File: src/rtl/uart_rx_oversampled_pkg.sv
// uart_pkg: receiver state encoding, default line timing and tick divider helpers
package uart_pkg;
  typedef enum logic [1:0] {IDLE, START, DATA, STOP} state_t;
  localparam int DEF_CLK_FREQ = 100_000_000;
  localparam int DEF_BAUD_RATE = 115200;
  localparam int DEF_OVERSAMPLE = 16;
  function automatic int tick_div(input int clk_freq, input int baud_rate, input int oversample);
    return clk_freq / (baud_rate * oversample);
  endfunction
  function automatic int tick_width(input int clk_freq, input int baud_rate, input int oversample);
    int d;
    d = tick_div(clk_freq, baud_rate, oversample);
    return d > 1 ? $clog2(d) : 1;
  endfunction
endpackage

File: src/rtl/uart_rx_oversampled_if.sv
// uart_rx_oversampled_if: serial input and received-byte outputs; master drives rx, slave is the receiver
interface uart_rx_oversampled_if;
  logic rx;
  logic [7:0] data_out;
  logic data_valid;
  logic frame_error;
  logic busy;
  modport master(output rx, input data_out, data_valid, frame_error, busy);
  modport slave(input rx, output data_out, data_valid, frame_error, busy);
endinterface

File: src/rtl/uart_rx_oversampled_baud_tick_gen.sv
// baud_tick_gen: one-clk oversampling tick every CLK_FREQ/(BAUD_RATE*OVERSAMPLE) clocks; ports clk, reset, clear (phase realign), tick
module baud_tick_gen
  import uart_pkg::*;
#(
  parameter int CLK_FREQ = DEF_CLK_FREQ,
  parameter int BAUD_RATE = DEF_BAUD_RATE,
  parameter int OVERSAMPLE = DEF_OVERSAMPLE
) (
  input  logic clk,
  input  logic reset,
  input  logic clear,
  output logic tick
);
  localparam int DIV = tick_div(CLK_FREQ, BAUD_RATE, OVERSAMPLE);
  localparam int W = tick_width(CLK_FREQ, BAUD_RATE, OVERSAMPLE);
  logic [W-1:0] cnt;
  assign tick = cnt == W'(DIV - 1);
  always_ff @(posedge clk or posedge reset)
    if (reset) cnt <= '0;
    else cnt <= clear || tick ? '0 : cnt + W'(1);
endmodule

File: src/rtl/uart_rx_oversampled.sv
// uart_rx_oversampled: 8N1 UART receiver, 16x oversampled mid-bit sampling; ports clk, reset, bus (rx in; data_out, data_valid, frame_error, busy out)
module uart_rx_oversampled
  import uart_pkg::*;
#(
  parameter int CLK_FREQ = DEF_CLK_FREQ,
  parameter int BAUD_RATE = DEF_BAUD_RATE,
  parameter int OVERSAMPLE = DEF_OVERSAMPLE
) (
  input logic clk,
  input logic reset,
  uart_rx_oversampled_if.slave bus
);
  localparam int SW = $clog2(OVERSAMPLE);
  localparam logic [SW-1:0] HALF = SW'(OVERSAMPLE / 2 - 1);
  localparam logic [SW-1:0] LAST = SW'(OVERSAMPLE - 1);
  logic rx_meta, rx_sync, rx_prev, tick, start_edge;
  logic [SW-1:0] s;
  logic [2:0] idx;
  logic [7:0] shift;
  state_t state;
  assign start_edge = state == IDLE && rx_prev && !rx_sync;
  baud_tick_gen #(.CLK_FREQ(CLK_FREQ), .BAUD_RATE(BAUD_RATE), .OVERSAMPLE(OVERSAMPLE)) u_tick (
    .clk(clk), .reset(reset), .clear(start_edge), .tick(tick)
  );
  always_ff @(posedge clk or posedge reset)
    if (reset) {rx_meta, rx_sync, rx_prev} <= 3'b111;
    else {rx_meta, rx_sync, rx_prev} <= {bus.rx, rx_meta, rx_sync};
  always_ff @(posedge clk or posedge reset)
    if (reset) begin
      state <= IDLE;
      s <= '0;
      idx <= '0;
      shift <= '0;
      bus.data_out <= '0;
      bus.data_valid <= 1'b0;
      bus.frame_error <= 1'b0;
      bus.busy <= 1'b0;
    end else begin
      bus.data_valid <= 1'b0;
      bus.frame_error <= 1'b0;
      case (state)
        IDLE: if (start_edge) begin
          state <= START;
          s <= '0;
          bus.busy <= 1'b1;
        end
        START: if (tick) begin
          if (s == HALF) begin
            s <= '0;
            idx <= '0;
            state <= rx_sync ? IDLE : DATA;
            bus.busy <= !rx_sync;
          end else s <= s + SW'(1);
        end
        DATA: if (tick) begin
          if (s == LAST) begin
            s <= '0;
            shift[idx] <= rx_sync;
            idx <= idx + 3'd1;
            if (idx == 3'd7) state <= STOP;
          end else s <= s + SW'(1);
        end
        STOP: if (tick) begin
          if (s == LAST) begin
            s <= '0;
            state <= IDLE;
            bus.busy <= 1'b0;
            bus.data_valid <= rx_sync;
            bus.frame_error <= !rx_sync;
            if (rx_sync) bus.data_out <= shift;
          end else s <= s + SW'(1);
        end
        default: state <= IDLE;
      endcase
    end
endmodule

File: src/flat_wrapper.sv
// flat-port wrapper written by rule: the top's interface ports become plain ports
module uart_rx_oversampled_flat import uart_pkg::*;
#(
  parameter int CLK_FREQ = DEF_CLK_FREQ,
  parameter int BAUD_RATE = DEF_BAUD_RATE,
  parameter int OVERSAMPLE = DEF_OVERSAMPLE
)
  (clk, reset, bus_rx, bus_data_out, bus_data_valid, bus_frame_error, bus_busy);
  uart_rx_oversampled_if bus_i ();
  input logic clk;
  input logic reset;
  input wire logic [$bits(bus_i.rx)-1:0] bus_rx;
  output wire logic [$bits(bus_i.data_out)-1:0] bus_data_out;
  output wire logic [$bits(bus_i.data_valid)-1:0] bus_data_valid;
  output wire logic [$bits(bus_i.frame_error)-1:0] bus_frame_error;
  output wire logic [$bits(bus_i.busy)-1:0] bus_busy;
  assign bus_i.rx = bus_rx;
  assign bus_data_out = bus_i.data_out;
  assign bus_data_valid = bus_i.data_valid;
  assign bus_frame_error = bus_i.frame_error;
  assign bus_busy = bus_i.busy;
  uart_rx_oversampled #(.CLK_FREQ(CLK_FREQ), .BAUD_RATE(BAUD_RATE), .OVERSAMPLE(OVERSAMPLE)) u_core (.clk(clk), .reset(reset), .bus(bus_i));
endmodule
File: config.mk
export PLATFORM = sky130hd
export DESIGN_NAME = uart_rx_oversampled_flat
export DESIGN_NICKNAME = d
export VERILOG_FILES = /design/src/rtl/uart_rx_oversampled_pkg.sv /design/src/rtl/uart_rx_oversampled_if.sv /design/src/rtl/uart_rx_oversampled_baud_tick_gen.sv /design/src/rtl/uart_rx_oversampled.sv /design/src/flat_wrapper.sv
export SDC_FILE = /design/constraint.sdc
export NUM_CORES = 1
export LEC_CHECK = 0
export BUFFER_PORTS_ARGS = -buffer_cell sky130_fd_sc_hd__buf_2
export CORE_AREA = 2 2 76 78
export DETAILED_ROUTE_END_ITERATION = 7
export DIE_AREA = 0 0 78 80
export PLACE_DENSITY = 0.51
export SYNTH_ARGS = -nofsm -noshare
export SYNTH_HDL_FRONTEND = slang
export SYNTH_SLANG_ARGS = --single-unit
File: constraint.sdc
create_clock -name clk -period 2.71 [get_ports clk]
set_input_delay 0.542 -clock clk [delete_from_list [all_inputs] [get_ports clk]]
set_output_delay 0.542 -clock clk [all_outputs]
set_load 0.005 [all_outputs]
-- Word level (Yosys, flattened, before mapping)
Cells that the tools add are included.
W data, S select, Z words.
- register bits: 37
- latch bits: 0
- RAM bits: 0
- bits in read-only memories: 0
- logic and storage cells: 85
- memories kept: 0
- $add $sub $neg: 3
- $mul: 0
- div/mod/pow operators: 0
- magnitude comparators: 2
- equal/unequal tests: 16
- shift operators: 0
- multiplexer cells: 37
- bitwise gates (word level): 0
- reductions and logical operators: 15
- operators with widths (operator ; number):
    $mux W4 ; 5
    $mux W2 ; 9
    $mux W1 ; 12
    $mux W3 ; 4
    $pmux W4 S3 ; 1
    $ne A2 B1 Y1 const B ; 5
    $bwmux W8 ; 1
    $ne A2 B2 Y1 const B ; 4
    $pmux W2 S4 ; 1
    $reduce_and A8 Y1 ; 1
    $add A6 B1 Y6 const B ; 1
    $eq A6 B6 Y1 const B ; 1
    $mux W6 ; 1
    $pmux W3 S2 ; 1
    $reduce_and A3 Y1 ; 2
    $reduce_and A6 Y1 ; 1
    $reduce_and A5 Y1 ; 1
    $add A4 B1 Y4 const B ; 1
    $eq A2 B2 Y1 const B ; 2
    $eq A4 B3 Y1 const B ; 1
    $eq A4 B4 Y1 const B ; 1
    $lt A3 B4 Y1 const B ; 1
    $reduce_and A4 Y1 ; 1
    $add A3 B1 Y3 const B ; 1
    other kinds (12) ; 14

-- Depth between registers and ports, before layout
- word-level depth: 5
- depth in mapped cells: 6
- depth with buffers taken out: 5

-- By module
Synthesis repeated with hierarchy kept, for this count alone.
- cells, all modules: 154
- area total of the unflattened synthesis: 1800.5 µm²
- by module, submodules not included (module ; instances ; cells an instance ; area an instance (µm²)):
    uart_rx_oversampled ; 1 ; 127 ; 1506.4
    baud_tick_gen ; 1 ; 27 ; 294.0

-- Worst setup path before layout
OpenSTA, ideal clock, no wires.
- kind: reg2reg
- start: register u_core.u_tick.cnt[1]
- end: register u_core.bus.data_out[0]
- library setup time: 0.125 ns
- data arrival time: 1.501 ns
- required time: 2.585 ns
- setup slack: 1.085 ns
- stages on the path, launching flop included: 6
- period minus slack after synthesis: 1.625 ns
- path through: dfrtp_1 -> inv_1 -> ha_1 -> nand4_4 -> nor3_4 -> mux2_2
- word-level cells in the longest chain between the ends: 2
- RTL lines (item ; RTL line ; source):
    start, declared ; uart_rx_oversampled_baud_tick_gen.sv:16 ; logic [W-1:0] cnt;
    start signal, assigned ; uart_rx_oversampled_baud_tick_gen.sv:20 ; else cnt <= clear || tick ? '0 : cnt + W'(1);
    $eq A6 B6 Y1 ; uart_rx_oversampled_baud_tick_gen.sv:17 ; assign tick = cnt == W'(DIV - 1);
    $reduce_and A4 Y1 (no source line) ; n/a ;
    end signal, assigned ; uart_rx_oversampled.sv:70 ; if (rx_sync) bus.data_out <= shift;
    end, declared ; uart_rx_oversampled_if.sv:9 ; modport slave(input rx, output data_out, data_valid, frame_error, busy);
No other way between the ends.
A chain may end at the register's enable or synchronous reset.

-- Worst setup path in the final report
Ends and elaborated chain as after synthesis.

==> results.ini <==
[outcome]
status=complete, no violations

[timing]
setup_viol=0
timing.final.max_slew_violations=0
max_freq_mhz=505
hold_violations=0
worstMarginPinSlew_ps=880
rsz0062_at_grt=no
hold_ws_ps=354
fin_skew_ps=12.3
timing.setup.tns_ps=0
fin_ws_ps=732
finalCriticalPeriod_ps=1980
max-slew-margin-rel=0.413
min_period_over_period=0.730

[job]
max_cap_viol_count=0

[global_route]
grt_pass1_vias=1329
grt_pass1_wl_mm=6.48
grt_use_total=0.132
antenna_found_initial=0
globalRouteOverflowTotal=0
grt_max_degree=25

[cts]
clock_tree.root_cell=clkbuf_8
cts.sinks=37
hold_buffers=0
cts_max_path_buffers=2
cts_tree=done
numCtsBuffers=5
cts_setup_buffers=0
htreeDepth=2
cts_resized=0
clock_latency_ps=280
clk_pin_slew_ps=70

[finish]
nets=174
final_cell_area_um2=2060
final-seq-area_um2=930
n_fill_cell=554
area_growth_syn_to_layout_pct=11.5
multi_input_area_um2=848
diodes=0
drive_above_1_share=0.275

[pwr]
finalPower_mw=1.25
leakage_nw=0.928
powerDensity_nw_per_um2=606
vdd_ir_drop_max_uv=477

[die]
coreArea_um2=5410
initial_utilization=0.341
fp.dieH_um=80
rows=27
die_w_um=78
io_pins=14
dieArea_um2=6240

[synth]
syn_area_um2=1840
ys_types=41
syn-instance-count=154
syn_nets=162
yosysWarnings=0
avgSynthCellArea_um2=12.0
yosysSeqAreaShare=0.504
ys_ff_latch=37

[setup_path]
r2r_slack_ps=730
worstSetupPathType=register to register
r2r-end=u_core.bus.data_out[0]
start_kind=register
cp_max_fo=16
rr_worst_depth=5
reg2reg_from=u_core.u_tick.cnt[1]
end_kind=register
cp.arrival_ps=2150
critPathRequiredTime_ps=2880

[place]
placed_area_um2=1970
place_ws_ps=747
hpwl_mm=2.57
place_congestion=0.856
io_buffers=13

[min_path]
holdPathStages=1
hp-class=input port to register
hp-start=bus_rx
min_to=u_core.rx_meta

[drt]
finalWirelength_mm=3.61
route.detailed.drc=0
vias_per_cell=5.36
drt_iter0_drc=120
drt-pass1-iter-count=4
wl_per_cell_um=15.1
antenna_left=0
num_vias=1281

==> kinds of logic after synthesis <==
kind of cell | after synthesis | synth area share
XOR/XNOR | 5 | 0.0237
multiplexers | 17 | 0.103
AO/OA/AOI/OAI | 23 | 0.0970
buffers and inverters | 16 | 0.0360
AND/OR/NAND/NOR | 51 | 0.202
flip-flops | 37 | 0.504
adder cells (fa/ha/maj) | 5 | 0.0339
==> Yosys cell counts, drive strengths merged <==
master,number,share of area
nand4b,2,0.021
o21bai,1,0.0041
o21ai,2,0.0054
o41ai,3,0.014
mux2i,1,0.0054
nand4bb,2,0.012
xor2,4,0.019
and4b,2,0.011
xnor2,1,0.0047
mux2,16,0.098
dfrtp,34,0.46
nand3,7,0.019
o311ai,9,0.043
dfstp,3,0.043
nor2b,1,0.0034
ha,5,0.034
nor2,7,0.014
inv,6,0.012
nor4,5,0.017
a21oi,2,0.0054
o211ai,3,0.012
and4,1,0.0047
or4b,1,0.0054
a31oi,1,0.0034
nor4b,3,0.021
clkbuf,5,0.010
nand2b,1,0.0034
nand4,7,0.032
o32a,1,0.0054
or3,1,0.0034
nor3,3,0.014
nand2,6,0.012
nand3b,1,0.0041
nor3b,1,0.0041
a22oi,1,0.0041
buf,5,0.014
==> flip-flops by register name (all words and copies together) (netlist names), named ones only <==
register	cells
u_core.bus.busy	1
u_core.bus.data_out	8
u_core.bus.data_valid	1
u_core.bus.frame_error	1
u_core.idx	3
u_core.rx_meta	1
u_core.rx_prev	1
u_core.rx_sync	1
u_core.s	4
u_core.shift	8
u_core.state	1
u_core.u_tick.cnt	6
==> where the power goes <==
| part | internal (mW) | switching (mW) | total (mW) |
|---|---|---|---|
| Sequential | 0.607 | 0.104 | 0.711 |
| Combinational | 0.0804 | 0.0872 | 0.168 |
| Clock | 0.183 | 0.184 | 0.368 |
==> final cells by class <==
class                           instances  area share
Sequential cell                        37       0.452
Multi-Input combinational cell        101       0.413
Clock inverter                          1     0.00426
Inverter                                6      0.0110
Clock buffer                            7      0.0371
Tap cell                               72      0.0438
Timing Repair Buffer                   15      0.0390
==> metrics by stage <==
stage | cells | utilization
finish | 239 | 0.380
global route | 239 | 0.380
CTS | 239 | 0.380
detailed placement | 231 | 0.365
global placement | 231 | 0.365
floorplan | 154 | -
==> routing by layer <==
layer / part of all wire / GRT usage / vias up
li1: - / - / 613
met1: 0.45 / 0.159 / 643
met2: 0.51 / 0.229 / 19
met3: 0.028 / 0.0260 / 6
met4: 0.011 / 0.0579 / 0
met5: 0 / 0 / -
==> worst max-delay path, cell delays in order (launching register included) <==
cell	delay, ps
dfrtp_1	400
inv_1	70
ha_1	230
nand4_4	260
nor3_4	510
mux2_2	390
==> cells in the final DEF (no fill, tap or decap), types with 3 or more instances in the layout <==
cell,count
o41ai_1,3
nand2_1,6
dfrtp_1,34
ha_1,5
buf_2,13
dfstp_2,3
nand3_1,7
nor2_1,7
nor4_1,5
xor2_1,4
mux2_2,16
clkbuf_8,5
o311ai_0,9
inv_1,6
o211ai_1,3
nand4_1,6
==> worst max-delay path by stage <==
stage	from	cells past startpoint	slack, ps	to
after floorplan	u_core.u_tick.cnt[1]	5	1080	u_core.bus.data_out[0]
after global placement	u_core.u_tick.cnt[1]	5	800	u_core.shift[4]
after detailed placement	u_core.u_tick.cnt[1]	5	750	u_core.bus.data_out[0]
after CTS	u_core.u_tick.cnt[1]	5	730	u_core.bus.data_out[0]
after global routing	u_core.u_tick.cnt[1]	5	620	u_core.bus.data_out[3]
final	u_core.u_tick.cnt[1]	5	730	u_core.bus.data_out[0]
(Power assumes the default switching activity.)
